<file path="src/rtl/cnn_accel_top.sv">
// cnn_accel_top: weight-stationary systolic CNN accelerator (SYS_ROWS x SYS_COLS MACs)
// with constant weight/input ROMs and an IDLE/LOAD_W/STREAM/DRAIN control FSM.
// A start pulse in IDLE loads the weights through a shift-down chain, streams
// NUM_VEC skewed input vectors and presents one de-skewed dot-product vector
// per cycle while ready is high.
//
// Ports:
//   clk     - clock, all logic on the rising edge
//   rst     - asynchronous active-low reset (aborts a run immediately)
//   start   - run request, sampled only in IDLE
//   result  - de-skewed output vector, holds the last vector between runs
//   ready   - result valid this cycle
//
// Build option: define CNN_ACC_SATURATE_EN to clamp every PE accumulation to
// 2^P_BITWIDTH-1 on overflow; otherwise accumulation wraps modulo 2^P_BITWIDTH.
module cnn_accel_top #(
    parameter int unsigned SYS_ROWS   = 6,
    parameter int unsigned SYS_COLS   = 3,
    parameter int unsigned W_BITWIDTH = 8,
    parameter int unsigned I_BITWIDTH = 8,
    parameter int unsigned P_BITWIDTH = 24,
    parameter int unsigned NUM_VEC    = 4
) (
    input  logic                                  clk,
    input  logic                                  rst,
    input  logic                                  start,
    output logic [SYS_COLS-1:0][P_BITWIDTH-1:0]   result,
    output logic                                  ready
);

    localparam int unsigned CNT_W  = 16;
    localparam int unsigned PROD_W = W_BITWIDTH + I_BITWIDTH;
    localparam int unsigned SUM_W  = ((P_BITWIDTH > PROD_W) ? P_BITWIDTH : PROD_W) + 1;
    // Latency from row-0 injection to the aligned column outputs
    localparam int unsigned VLD_W  = SYS_ROWS + SYS_COLS;

    typedef enum logic [1:0] {IDLE, LOAD_W, STREAM, DRAIN} state_e;

    state_e                               state_q, state_d;
    logic [CNT_W-1:0]                     cnt_q, cnt_d;

    logic [W_BITWIDTH-1:0]                w_q [SYS_ROWS][SYS_COLS];
    logic [W_BITWIDTH-1:0]                w_d [SYS_ROWS][SYS_COLS];
    logic [I_BITWIDTH-1:0]                a_q [SYS_ROWS][SYS_COLS];
    logic [I_BITWIDTH-1:0]                a_d [SYS_ROWS][SYS_COLS];
    logic [P_BITWIDTH-1:0]                p_q [SYS_ROWS][SYS_COLS];
    logic [P_BITWIDTH-1:0]                p_d [SYS_ROWS][SYS_COLS];

    logic [I_BITWIDTH-1:0]                row_in  [SYS_ROWS];
    logic [P_BITWIDTH-1:0]                col_out [SYS_COLS];

    logic [VLD_W-1:0]                     vld_q, vld_d;
    logic [SYS_COLS-1:0][P_BITWIDTH-1:0]  result_q, result_d;
    logic                                 ready_q, ready_d;

    logic                                 load_en;
    logic                                 stream_en;

    assign load_en   = (state_q == LOAD_W);
    assign stream_en = (state_q == STREAM);

    // One PE step: partial sum in plus zero-extended product, wrapped or clamped
    function automatic logic [P_BITWIDTH-1:0] mac(
        input logic [P_BITWIDTH-1:0] pin,
        input logic [W_BITWIDTH-1:0] w,
        input logic [I_BITWIDTH-1:0] a
    );
        logic [SUM_W-1:0] prod;
        logic [SUM_W-1:0] sum;
        prod = SUM_W'(w) * SUM_W'(a);
        sum  = SUM_W'(pin) + prod;
`ifdef CNN_ACC_SATURATE_EN
        if (|sum[SUM_W-1:P_BITWIDTH]) begin
            return '1;
        end
`endif
        return P_BITWIDTH'(sum);
    endfunction

    // Control FSM: next state and phase counter
    always_comb begin
        state_d = state_q;
        cnt_d   = cnt_q;
        unique case (state_q)
            IDLE: begin
                if (start) begin
                    state_d = LOAD_W;
                    cnt_d   = '0;
                end
            end
            LOAD_W: begin
                if (cnt_q == CNT_W'(SYS_ROWS - 1)) begin
                    state_d = STREAM;
                    cnt_d   = '0;
                end else begin
                    cnt_d = cnt_q + CNT_W'(1);
                end
            end
            STREAM: begin
                if (cnt_q == CNT_W'(NUM_VEC - 1)) begin
                    state_d = DRAIN;
                    cnt_d   = '0;
                end else begin
                    cnt_d = cnt_q + CNT_W'(1);
                end
            end
            DRAIN: begin
                // Leave once the last vector has been presented
                if (cnt_q == CNT_W'(SYS_ROWS + SYS_COLS)) begin
                    state_d = IDLE;
                    cnt_d   = '0;
                end else begin
                    cnt_d = cnt_q + CNT_W'(1);
                end
            end
            default: begin
                state_d = IDLE;
                cnt_d   = '0;
            end
        endcase
    end

    // PE array next state: weight shift-down, activations right, sums down
    always_comb begin
        w_d = w_q;
        if (load_en) begin
            for (int c = 0; c < int'(SYS_COLS); c++) begin
                // Load edge k feeds ROM row SYS_ROWS-1-k, i.e. W = SYS_ROWS-k+c
                w_d[0][c] = W_BITWIDTH'(32'(SYS_ROWS) + 32'(c) - 32'(cnt_q));
            end
            for (int r = 1; r < int'(SYS_ROWS); r++) begin
                for (int c = 0; c < int'(SYS_COLS); c++) begin
                    w_d[r][c] = w_q[r-1][c];
                end
            end
        end

        for (int r = 0; r < int'(SYS_ROWS); r++) begin
            a_d[r][0] = row_in[r];
            for (int c = 1; c < int'(SYS_COLS); c++) begin
                a_d[r][c] = a_q[r][c-1];
            end
        end

        // Each PE multiplies the activation it is capturing this edge
        for (int c = 0; c < int'(SYS_COLS); c++) begin
            p_d[0][c] = mac('0, w_q[0][c], a_d[0][c]);
        end
        for (int r = 1; r < int'(SYS_ROWS); r++) begin
            for (int c = 0; c < int'(SYS_COLS); c++) begin
                p_d[r][c] = mac(p_q[r-1][c], w_q[r][c], a_d[r][c]);
            end
        end

        vld_d    = {vld_q[VLD_W-2:0], stream_en};
        ready_d  = vld_q[VLD_W-1];
        result_d = result_q;
        if (vld_q[VLD_W-1]) begin
            for (int c = 0; c < int'(SYS_COLS); c++) begin
                result_d[c] = col_out[c];
            end
        end
    end

    // State, PE array and output registers
    always_ff @(posedge clk or negedge rst) begin
        if (!rst) begin
            state_q <= IDLE;
            cnt_q   <= '0;
            for (int r = 0; r < int'(SYS_ROWS); r++) begin
                for (int c = 0; c < int'(SYS_COLS); c++) begin
                    w_q[r][c] <= '0;
                    a_q[r][c] <= '0;
                    p_q[r][c] <= '0;
                end
            end
            vld_q    <= '0;
            ready_q  <= 1'b0;
            result_q <= '0;
        end else begin
            state_q  <= state_d;
            cnt_q    <= cnt_d;
            w_q      <= w_d;
            a_q      <= a_d;
            p_q      <= p_d;
            vld_q    <= vld_d;
            ready_q  <= ready_d;
            result_q <= result_d;
        end
    end

    // Input ROM plus skew: row r passes through r+1 registers
    for (genvar r = 0; r < int'(SYS_ROWS); r++) begin : g_skew
        logic [I_BITWIDTH-1:0] sk_q [0:r];

        always_ff @(posedge clk or negedge rst) begin
            if (!rst) begin
                for (int i = 0; i <= r; i++) begin
                    sk_q[i] <= '0;
                end
            end else begin
                sk_q[0] <= stream_en ? I_BITWIDTH'(32'(cnt_q) + 32'(r) + 32'd1) : '0;
                for (int i = 1; i <= r; i++) begin
                    sk_q[i] <= sk_q[i-1];
                end
            end
        end

        assign row_in[r] = sk_q[r];
    end

    // Output de-skew: column c delayed SYS_COLS-1-c cycles
    for (genvar c = 0; c < int'(SYS_COLS); c++) begin : g_deskew
        localparam int unsigned DEPTH = SYS_COLS - 1 - c;
        if (DEPTH == 0) begin : g_direct
            assign col_out[c] = p_q[SYS_ROWS-1][c];
        end else begin : g_dly
            logic [P_BITWIDTH-1:0] dl_q [0:DEPTH-1];

            always_ff @(posedge clk or negedge rst) begin
                if (!rst) begin
                    for (int i = 0; i < int'(DEPTH); i++) begin
                        dl_q[i] <= '0;
                    end
                end else begin
                    dl_q[0] <= p_q[SYS_ROWS-1][c];
                    for (int i = 1; i < int'(DEPTH); i++) begin
                        dl_q[i] <= dl_q[i-1];
                    end
                end
            end

            assign col_out[c] = dl_q[DEPTH-1];
        end
    end

    assign result = result_q;
    assign ready  = ready_q;

endmodule

</file>
<file path="config.mk">
export PLATFORM = sky130hd
export DESIGN_NAME = cnn_accel_top
export DESIGN_NICKNAME = d
export VERILOG_FILES = /design/src/rtl/cnn_accel_top.sv
export SDC_FILE = /design/constraint.sdc
export NUM_CORES = 2
export LEC_CHECK = 0
export ABC_AREA = 1
export CORE_MARGIN = 2
export CORE_UTILIZATION = 27
export CTS_BUF_LIST = sky130_fd_sc_hd__clkbuf_8
export DETAILED_ROUTE_END_ITERATION = 16
export PLACE_DENSITY_LB_ADDON = 0.08
export SETUP_SLACK_MARGIN = 0.15
export SYNTH_ARGS = -nofsm -noshare
export SYNTH_HDL_FRONTEND = slang
export SYNTH_SLANG_ARGS = --single-unit
</file>
<file path="constraint.sdc">
create_clock -name clk -period 3.8 [get_ports clk]
set_clock_uncertainty 0.05 [all_clocks]
set_input_delay 0.76 -clock clk [delete_from_list [all_inputs] [get_ports clk]]
set_output_delay 0.76 -clock clk [all_outputs]
set_load 0.1 [all_outputs]
</file>
==> reports/results.ini <==
[yosys]
async_flop_share_pct=100
synth_cell_type_count=49
yosysSeqAreaShare_pct=28.8
syn_area_mm2=0.0753
number_of_enable_type_register_cells_in_the_synthesized_netlist=0
syn_avg_cell_area_um2=8.37
synth.top_cells.by_count=2576 x sky130_fd_sc_hd__inv_1, 2427 x sky130_fd_sc_hd__nand2_1, 868 x sky130_fd_sc_hd__dfrtp_1
ys_warn_count=0
ys_seq_elements=868
synth_largest_type_area_fraction_pct=28.8
synth_flop_cell=sky130_fd_sc_hd__dfrtp_1
synth_area_leaders=sky130_fd_sc_hd__dfrtp_1 29%, sky130_fd_sc_hd__fa_1 23%, sky130_fd_sc_hd__inv_1 13%
synth_cells=9003
synth_area_leader_cell=sky130_fd_sc_hd__dfrtp_1
synthMostInstantiatedCell=sky130_fd_sc_hd__inv_1

[floorplan]
fp.dieH_um=532
initial_utilization_pct=27.2
core_outline_area_mm2=0.277
io-pin-count=76
die_x_um=532
area_enclosed_by_the_die_boundary_mm2=0.283
std_cell_rows=193

[drt]
drc=0
drt-initial-drc-count=1917
post_drt_wl_per_cell_um=14.3
dr_total_vias=56278
finalWirelength_mm=199
detailedRoute.firstPassIterationCount=5
average_vias_per_placed_instance=4.04
residual_antenna_violating_net_count_after_detailed_routing=0

[timing]
maxClockFrequency_ghz=0.256
final_period_minus_worst_setup_slack_ns=3.91
final.setup.tns_ns=-4.15
timing.final.setup_violations=93
number_of_endpoints_with_negative_hold_slack_in_the_final_report=0
unrepaired_setup_endpoints_after_global_routing=yes
max_slew.worst_pin.slew_ns=0.972
holdWs_ns=0.277
slew_headroom_pct=35.0
maxSlewViolCount=0
final_worst_slack_ns=-0.112
final_min_period_over_clock_period_pct=103

[clock_network]
num_cts_buffers=178
reg_clk_slew_reported_paths_ns=0.06
cts_htree_levels=4
cts_tree=yes
clk_latency_ns=0.94
clk_path_buf_depth=4
cts.sinks=868
clk_root_buffer_cell=sky130_fd_sc_hd__clkbuf_8

[global_route]
antenna_found_initial=6
globalRouteTotalUtil_pct=14.2
grt_start_max_net_pins=100
grt_pass1_wl_mm=326
grt_pass1_vias=60669
grt-ovfl-total=0

[critical_path]
slowest_delay_ns=0.53
cp_cell_instances=nand2_2 > inv_2 > fa_1 > inv_1 > fa_1 > inv_2 > fa_1 > inv_1 > fa_1 > inv_2 > ha_4 > nand2_4 > a21oi_2 > nor2_1 > nand2_2 > nand2_2 > nand2_1 > nand2_1 > nand2_1
startpoint_type=register
cp_max_fo=8
timing.critical_path.to_type=register
path_buf_inv=5
class_of_the_most_critical_setup_path=register to register
critPathMostFrequentCell=sky130_fd_sc_hd__fa_1
worst-endpoint-required_ns=4.54
critical-path-slowest-cell=sky130_fd_sc_hd__fa_1
worst_path_dominant_cell_family=adder cells
signal_arrival_time_at_the_worst_endpoint_ns=4.65

[hold_path]
hold_path.class=register to register

[cells_and_area]
area_growth_pct=32.8
final_layout_size_suffix_gt1_share_pct=30.7
final_nets=11700

[flow_run]
drv.max_cap_violation_count=0

[power_and_ir_drop]
vdd.ir_drop.worst_mv=0.265
leakagePower_nw=58.8
power_per_cell_area_mw_per_mm2=309

[run_status]
status=complete, but fails checks
violated_checks=setup timing

[placed_design]
hpwlAfterDp_mm=160
port-buffer-count=66
final_weighted_congestion_in_routability_driven_placement=0.821

-- cell families (layout without fill, tap and decap cells) --
| group | after synthesis | after routing | share of synthesized area (%) |
|---|---|---|---|
| and+or+nand+nor | 2934 | 2934 | 15.3 |
| AOI/OAI and AO/OA | 475 | 475 | 3.48 |
| muxes | 63 | 63 | 0.942 |
| DFF | 868 | 868 | 28.8 |
| xor gates and xnor gates | 142 | 142 | 1.65 |
| buffers and inverters | 2932 | 4160 | 14.8 |
| adders and majority gates | 1588 | 1588 | 35.0 |
| other | 1 | 11 | 0.00498 |
-- state kept, by name (all words and copies together) (netlist names) --
name	flops
state_q	2
w_q	138
vld_q	9
a_d	123
g_skew.sk_q	120
g_deskew.g_dly.dl_q	42
p_q	312
result	63
ready	1
col_out	42
cnt_q	16
-- placed cells by master (no fill, tap or decap), types with 37 or more instances in the layout --
master                            count
sky130_fd_sc_hd__nand2_1           1924
sky130_fd_sc_hd__nand3_1            107
sky130_fd_sc_hd__nor2_2              51
sky130_fd_sc_hd__dfrtp_2            217
sky130_fd_sc_hd__clkdlybuf4s50_1     65
sky130_fd_sc_hd__ha_4               148
sky130_fd_sc_hd__nor2_1             125
sky130_fd_sc_hd__xor2_1              97
sky130_fd_sc_hd__nand2_2            380
sky130_fd_sc_hd__fa_2                90
sky130_fd_sc_hd__nand2_4            129
sky130_fd_sc_hd__fa_1               771
sky130_fd_sc_hd__buf_6              187
sky130_fd_sc_hd__inv_1             2393
sky130_fd_sc_hd__o21ai_0             80
sky130_fd_sc_hd__dfrtp_1            651
sky130_fd_sc_hd__nand4_1             52
sky130_fd_sc_hd__a21oi_1             97
sky130_fd_sc_hd__buf_4              968
sky130_fd_sc_hd__ha_1               572
sky130_fd_sc_hd__a21oi_2             84
sky130_fd_sc_hd__mux2_2              63
sky130_fd_sc_hd__clkbuf_8           211
sky130_fd_sc_hd__inv_2              234
sky130_fd_sc_hd__buf_12              37
sky130_fd_sc_hd__a21oi_4             59
sky130_fd_sc_hd__nand3_2             65
-- metal layers --
layer	vias up	share of wire (%)	global-route usage (%)
li1	28192	-	-
met1	27274	46	18.5
met2	543	50	25.0
met3	269	2.4	1.60
met4	0	2.3	3.37
met5	-	0	0
-- through the flow --
| stage | setup WS [ns] | total power [mW] | area [µm²] | utilization [%] | std cells |
|---|---|---|---|---|---|
| final | -0.112 | 30.9 | 100000 | 36.1 | 13946 |
| after detailed placement | -0.297 | 19.8 | 87600 | 31.6 | 13337 |
| after global placement | -0.299 | 19.9 | 87600 | 31.6 | 13337 |
| after CTS | -0.171 | 31.4 | 96900 | 35.0 | 13841 |
| after global routing | -0.280 | 33.1 | 100000 | 36.1 | 13945 |
| after floorplan | 0.0810 | 16.0 | 77300 | - | 9011 |
-- report_power, final --
part           leakage [nW]  internal (mW)  switching, mW
clock                  2.13           6.11           4.34
sequential             11.6           10.5           1.32
combinational          45.1           3.40           5.24
-- repair_timing --
action | in CTS | in global routing
setup endpoints to repair | 223 | 225
gates cloned | 0 | 1
pin swaps | 512 | 521
resized for setup | 1220 | 707
buffers inserted | 193 | 102
hold endpoints to repair | 47 | 0
hold buffers | 1 | 0
-- cell type report --
type	instances	area, µm²
Antenna cell	2	5.00
Clock buffer	211	2900
Clock inverter	99	855
Fill cell	28828	177000
Inverter	2584	9740
Multi-Input combinational cell	5211	49000
Sequential cell	868	22000
Tap cell	3705	4640
Timing Repair Buffer	1266	10900
-- final timing paths --
kind | start | slack (ns) | cells after the start | end
worst max-delay path | w_q[5] | -0.11 | 19 | col_out[18]
worst min-delay path | g_skew[5].sk_q[17] | 0.28 | 0 | g_skew[5].sk_q[9]
worst max register to register | w_q[5] | -0.11 | 19 | col_out[18]
worst min register to register | g_skew[5].sk_q[17] | 0.28 | 0 | g_skew[5].sk_q[9]
max in group asynchronous | rst | 2.26 | 3 | vld_q[8]
min in group asynchronous | rst | 0.41 | 2 | result[31]
Note: power is estimated with default switching activity, not from simulation.
